$ cat config.mk
export PLATFORM = sky130hd
export DESIGN_NAME = imem_loader
export DESIGN_NICKNAME = d
export VERILOG_FILES = /design/src/rtl/pipeline_pkg.sv /design/src/rtl/byte_packer.sv /design/src/rtl/imem_loader.sv
export SDC_FILE = /design/constraint.sdc
export NUM_CORES = 1
export LEC_CHECK = 0
export ABC_AREA = 1
export CAP_MARGIN = 40
export CORE_MARGIN = 2
export CORE_UTILIZATION = 25
export DETAILED_ROUTE_END_ITERATION = 10
export HOLD_SLACK_MARGIN = 0.06
export PLACE_DENSITY_LB_ADDON = 0.12
export SETUP_SLACK_MARGIN = 0.1
export SLEW_MARGIN = 25
export SYNTH_ARGS = -nofsm -noshare
export SYNTH_HDL_FRONTEND = slang
export SYNTH_SLANG_ARGS = --single-unit
$ cat constraint.sdc
create_clock -name clk -period 1.9 [get_ports clk]
set_input_delay 0.38 -clock clk [delete_from_list [all_inputs] [get_ports clk]]
set_output_delay 0.38 -clock clk [all_outputs]
set_load 0.01 [all_outputs]
$ cat src/rtl/pipeline_pkg.sv
// Shared definitions for the instruction-memory boot loader: word geometry,
// loader state encoding and the byte-lane placement helper.
package pipeline_pkg;

    localparam int WORD_W         = 32;
    localparam int BYTES_PER_WORD = 4;
    localparam int IDX_W          = $clog2(BYTES_PER_WORD);

    typedef enum logic [1:0] {
        LOAD  = 2'd0,
        WRITE = 2'd1,
        RUN   = 2'd2,
        ERR   = 2'd3
    } ld_state_e;

    // Place a byte into its big-endian lane: index 0 lands in [31:24].
    function automatic logic [WORD_W-1:0] place_byte(input logic [7:0] b,
                                                     input logic [IDX_W-1:0] idx);
        logic [WORD_W-1:0] w;
        case (idx)
            2'd0:    w = {b, 24'h00_0000};
            2'd1:    w = {8'h00, b, 16'h0000};
            2'd2:    w = {16'h0000, b, 8'h00};
            2'd3:    w = {24'h00_0000, b};
            default: w = {WORD_W{1'b0}};
        endcase
        return w;
    endfunction

endpackage

$ cat src/rtl/byte_packer.sv
// Collects host bytes into a big-endian word. The accumulator is cleared after
// every completed word, so a word closed early by "last" is zero-filled in its
// low lanes without any extra masking.
module byte_packer
    import pipeline_pkg::*;
(
    input  logic              clk,
    input  logic              rst_n,
    input  logic              clr_i,
    input  logic              accept_i,
    input  logic [7:0]        data_i,
    input  logic              last_i,
    output logic [WORD_W-1:0] word_o,
    output logic              word_ready_o,
    output logic              partial_o
);

    logic [WORD_W-1:0] acc_q, acc_d;
    logic [IDX_W-1:0]  idx_q, idx_d;
    logic              idx_full_s;

    assign idx_full_s   = (idx_q == IDX_W'(BYTES_PER_WORD - 1));
    assign word_o       = acc_q | place_byte(data_i, idx_q);
    assign word_ready_o = accept_i & (idx_full_s | last_i);
    assign partial_o    = last_i & ~idx_full_s;

    // Next accumulator and byte index: clear on restart or word completion, shift on accept.
    always_comb begin
        acc_d = acc_q;
        idx_d = idx_q;
        if (clr_i || word_ready_o) begin
            acc_d = {WORD_W{1'b0}};
            idx_d = {IDX_W{1'b0}};
        end else if (accept_i) begin
            acc_d = word_o;
            idx_d = idx_q + IDX_W'(1);
        end else begin
            acc_d = acc_q;
            idx_d = idx_q;
        end
    end

    // Accumulator and byte index registers.
    always_ff @(posedge clk or negedge rst_n) begin
        if (!rst_n) begin
            acc_q <= {WORD_W{1'b0}};
            idx_q <= {IDX_W{1'b0}};
        end else begin
            acc_q <= acc_d;
            idx_q <= idx_d;
        end
    end

endmodule

$ cat src/rtl/imem_loader.sv
// Boot-time instruction-memory loader: packs a host byte stream into words,
// writes them at consecutive addresses and holds the CPU in reset until the
// final word has been written.
module imem_loader
    import pipeline_pkg::*;
#(
    parameter int ADDR_W = 8,
    parameter int DEPTH  = 256
) (
    input  logic              clk,
    input  logic              reset,
    input  logic              in_valid,
    input  logic [7:0]        in_data,
    input  logic              in_last,
    output logic              in_ready,
    input  logic              reload,
    output logic              imem_we,
    output logic [ADDR_W-1:0] imem_addr,
    output logic [WORD_W-1:0] imem_wdata,
    output logic              cpu_reset,
    output logic              done,
    output logic              error,
    output logic [ADDR_W:0]   words_loaded
);

    ld_state_e         state_q, state_d;
    logic              in_ready_q, in_ready_d;
    logic              we_q, we_d;
    logic [ADDR_W-1:0] addr_q, addr_d;
    logic [WORD_W-1:0] wdata_q, wdata_d;
    logic              cpu_reset_q, cpu_reset_d;
    logic              done_q, done_d;
    logic              error_q, error_d;
    logic [ADDR_W:0]   wl_q, wl_d;
    logic              last_q, last_d;
    logic              partial_q, partial_d;

    logic              accept_s;
    logic              restart_s;
    logic [WORD_W-1:0] word_s;
    logic              word_ready_s;
    logic              pk_partial_s;

    // in_ready is only ever high in LOAD, so it alone qualifies a transfer.
    assign accept_s  = in_valid & in_ready_q;
    assign restart_s = (state_q == RUN) & reload;

    byte_packer u_packer (
        .clk          (clk),
        .rst_n        (reset),
        .clr_i        (restart_s),
        .accept_i     (accept_s),
        .data_i       (in_data),
        .last_i       (in_last),
        .word_o       (word_s),
        .word_ready_o (word_ready_s),
        .partial_o    (pk_partial_s)
    );

    // Loader FSM next state and next values of every registered output.
    always_comb begin
        state_d     = state_q;
        we_d        = 1'b0;
        addr_d      = addr_q;
        wdata_d     = wdata_q;
        cpu_reset_d = cpu_reset_q;
        done_d      = done_q;
        error_d     = error_q;
        wl_d        = wl_q;
        last_d      = last_q;
        partial_d   = partial_q;
        case (state_q)
            LOAD: begin
                if (word_ready_s) begin
                    state_d   = WRITE;
                    we_d      = 1'b1;
                    addr_d    = wl_q[ADDR_W-1:0];
                    wdata_d   = word_s;
                    last_d    = in_last;
                    partial_d = pk_partial_s;
                end else begin
                    state_d = LOAD;
                end
            end
            WRITE: begin
                wl_d = wl_q + (ADDR_W+1)'(1);
                if (last_q) begin
                    // A short final word still releases the CPU, but flagged.
                    state_d     = RUN;
                    cpu_reset_d = 1'b0;
                    done_d      = ~partial_q;
                    error_d     = partial_q;
                end else if (wl_q == (ADDR_W+1)'(DEPTH - 1)) begin
                    state_d = ERR;
                    error_d = 1'b1;
                end else begin
                    state_d = LOAD;
                end
            end
            RUN: begin
                if (reload) begin
                    state_d     = LOAD;
                    wl_d        = {(ADDR_W+1){1'b0}};
                    done_d      = 1'b0;
                    error_d     = 1'b0;
                    cpu_reset_d = 1'b1;
                    last_d      = 1'b0;
                    partial_d   = 1'b0;
                end else begin
                    state_d = RUN;
                end
            end
            ERR: begin
                state_d = ERR;
            end
            default: begin
                state_d     = ERR;
                error_d     = 1'b1;
                done_d      = 1'b0;
                cpu_reset_d = 1'b1;
            end
        endcase
        in_ready_d = (state_d == LOAD);
    end

    // State and output registers.
    always_ff @(posedge clk or negedge reset) begin
        if (!reset) begin
            state_q     <= LOAD;
            in_ready_q  <= 1'b0;
            we_q        <= 1'b0;
            addr_q      <= {ADDR_W{1'b0}};
            wdata_q     <= {WORD_W{1'b0}};
            cpu_reset_q <= 1'b1;
            done_q      <= 1'b0;
            error_q     <= 1'b0;
            wl_q        <= {(ADDR_W+1){1'b0}};
            last_q      <= 1'b0;
            partial_q   <= 1'b0;
        end else begin
            state_q     <= state_d;
            in_ready_q  <= in_ready_d;
            we_q        <= we_d;
            addr_q      <= addr_d;
            wdata_q     <= wdata_d;
            cpu_reset_q <= cpu_reset_d;
            done_q      <= done_d;
            error_q     <= error_d;
            wl_q        <= wl_d;
            last_q      <= last_d;
            partial_q   <= partial_d;
        end
    end

    assign in_ready     = in_ready_q;
    assign imem_we      = we_q;
    assign imem_addr    = addr_q;
    assign imem_wdata   = wdata_q;
    assign cpu_reset    = cpu_reset_q;
    assign done         = done_q;
    assign error        = error_q;
    assign words_loaded = wl_q;

endmodule
==> summary.md <==
| Metric | Value |
|---|---|
| Status | `completed` |
| Setup crit end kind | `primary output` |
| Setup TNS | `0 ps` |
| H-Tree Depth | `3` |
| Maxcap violations | `0` |
| WP data arrival | `1360 ps` |
| Startpoint Class | `flop` |
| Final hold violation count | `0` |
| TritonCTS clock tree | `yes` |
| 1st-pass router iterations | `4` |
| Buffers added on ports | `66` |
| Fmax | `575 MHz` |
| RSZ-0062 raised after global routing | `true` |
| Distinct cells, synth | `28` |
| Num rows | `45` |
| Placed Cells | `670` |
| Pint | `4.94 mW` |
| Fin crit share | `91.6%` |
| Post-Layout Cell Count | `688` |
| Dpl hpwl | `7190 um` |
| Synth warn | `0` |
| Setup CP Type | `flop to primary output` |
| Switch share | `36.9%` |
| CP Data Required Time | `1520 ps` |
| Routed wire length | `10400 um` |
| Max VDD drop | `507 uV` |
| Clock root cell | `clkbuf_16` |
| PwrDens | `1520 mW/mm2` |
| Avg Synthesized Cell Area | `9.26 um2` |
| Clk pwr share | `21.9%` |
| Routability congestion estimate | `0.739` |
| Pin count of the biggest net entering global routing | `55` |
| Area of the multi-input gates | `0.00139 mm2` |
| Minimum clock period | `1740 ps` |
| Hold/Removal Path Class | `flop to flop` |
| WL per Instance | `15.1 um` |
| Chip width | `129 um` |
| Initial Util | `25.7%` |
| Post-Synthesis Cell Area | `0.00390 mm2` |
| Die area | `0.0166 mm2` |
| Comb pwr share | `39.4%` |
| Global-route wire length before repair | `17200 um` |
| Number of DRC markers in iteration 0 | `235` |
| Worst Tran Pin Value | `504 ps` |
| Worst clock skew | `5.18 ps` |
| Via count | `3109` |
| Die Span Y | `129 um` |
| #FFs+latches synth | `92` |
| Via/cell ratio | `4.52` |
| Gate Count Post-Synth | `421` |
| Layout area overhead | `31.8%` |
| Layout cells sized above 1 | `10.0%` |
| Clock buffer depth | `2` |
| GR Util All Layers | `13.5%` |
| Register share of total power | `38.7%` |
| Antenna violations before repair | `0` |
| CP max FO | `4` |
| Num CTS Buffers | `9` |
| Fin. max-slew vios | `0` |
| Worst-skew pair later-pin latency | `340 ps` |
| Worst slew margin | `66.4%` |
| Final layout net count | `514` |
| # setup viols final | `0` |
| Antenna Diode Count | `0` |
| Leak Pwr | `2.40 nW` |
| Core box area | `0.0152 mm2` |
| Net Count, Synth | `440` |
| GRT Residual Overflow | `0` |
| Flip-flop and latch area | `0.00230 mm2` |
| Vias in the first global route | `3214` |
| DR DRC count | `0` |
| CTS clk-pin slew, worst paths | `70 ps` |
| Sequential area share after synthesis | `59.1%` |
| Switching power | `2.88 mW` |
| Filler cells | `1554` |
| DRT antenna net count | `0` |
| Ports | `67` |
| Sink Count | `92` |
[cell usage after synthesis, drive strengths merged]
cell      n  area, um2
nand2   136        521
dfrtp    91       2280
o21ai    57        285
nand3    27        153
inv      26       97.6
buf      18        113
a31oi    16        100
a21o     11       82.6
nor2     11       58.8
a21oi    10       50.1
ha        6       75.1
clkbuf    3       12.5
nand4     3       18.8
o22ai     3       18.8
and2      1       6.26
dfstp     1       26.3
nor3      1       5.00
[path summary, 6_finish.rpt]
check                                     start              end  slack [ps]  cells after the start
worst max-delay path            words_loaded[1]  words_loaded[1]         160                      2
worst max register to register  words_loaded[0]         in_ready         280                     10
worst min register to register        cpu_reset        cpu_reset         470                      2
min in group asynchronous                 reset            error         500                      2
worst min-delay path                  cpu_reset        cpu_reset         470                      2
max in group asynchronous                 reset  words_loaded[0]         820                      3
[sequential cells by signal, indices dropped and copies added, names as in the netlist]
signal / count
in_ready: 1
cpu_reset: 1
u_packer.acc_q: 32
words_loaded: 9
u_packer.idx_q: 2
done: 1
partial_q: 1
last_q: 1
imem_we: 1
imem_addr: 8
state_q: 2
error: 1
imem_wdata: 32
[power by group through the flow]
stage / combinational (mW) / sequential, mW / clock, mW
after floorplan: 1.46 / 3.20 / 0
after global placement: 3.08 / 3.06 / 0
after detailed placement: 3.10 / 3.08 / 0
after CTS: 3.11 / 3.05 / 1.79
after global routing: 3.47 / 3.13 / 1.86
final: 3.08 / 3.03 / 1.72
[cell usage in the layout (no fill, tap or decap), types with 2 or more instances in the layout]
cell type	synthesis	routed
nand2_1	134	134
dfrtp_1	91	90
clkdlybuf4s50_1	0	64
o21ai_0	36	36
nand3_1	25	25
inv_1	23	23
o21ai_1	21	21
a31oi_1	16	16
buf_4	4	15
a21o_1	11	11
a21oi_1	10	10
clkbuf_16	0	9
ha_1	6	6
nor2_1	8	5
nor2_2	1	4
inv_2	3	3
nand4_1	3	3
o22ai_1	3	3
inv_6	0	3
buf_12	0	3
nor2_4	2	2
clkinvlp_4	0	2
[stage by stage]
stage               hold slack [ps]  power, mW  area [um2]  setup WS (ps)  utilization (%)
floorplan                      84.4       4.67        3900            321                -
global placement                319       6.14        4830          -36.6             31.7
global route                    489       8.47        5140            103             33.8
finish                          472       7.83        5140            160             33.8
detailed placement              323       6.18        4830          -47.9             31.7
CTS                             479       7.96        5120            123             33.7
[area by class of cell]
| cell class | count | share of cell area (%) |
|---|---|---|
| clock buffers | 9 | 4.38 |
| inverters | 26 | 1.90 |
| repair buffers | 84 | 16.2 |
| flip-flops and latches | 92 | 44.9 |
| multi-input cells | 282 | 27.0 |
| clock inverters | 7 | 1.12 |
| well taps | 188 | 4.58 |
[critical path, cell delays in order, from the launching register on]
cell and delay (ps):
dfrtp_1 350, buf_4 130, clkdlybuf4s50_1 540
[routing by layer]
layer	share of wire [%]	vias up	global-route usage [%]
li1	-	1542	-
met1	50	1499	19.1
met2	45	58	20.8
met3	2.8	10	2.04
met4	1.7	0	5.37
met5	0	-	0
[timing repair]
action,4_1_cts,5_1_grt
endpoints found under the setup margin,8,5
pin swaps,0,1
hold endpoints to repair,20,0
setup buffers,0,1
gates resized for setup,3,3
hold buffers,1,0
[cell families after synthesis]
kind of cell    Yosys count  share of synthesized area, %
buf+inv                  47                          5.71
compound gates           97                          13.8
flops                    92                          59.1
simple gates            179                          19.5
fa+ha+maj                 6                          1.92
(Power assumes the default switching activity.)
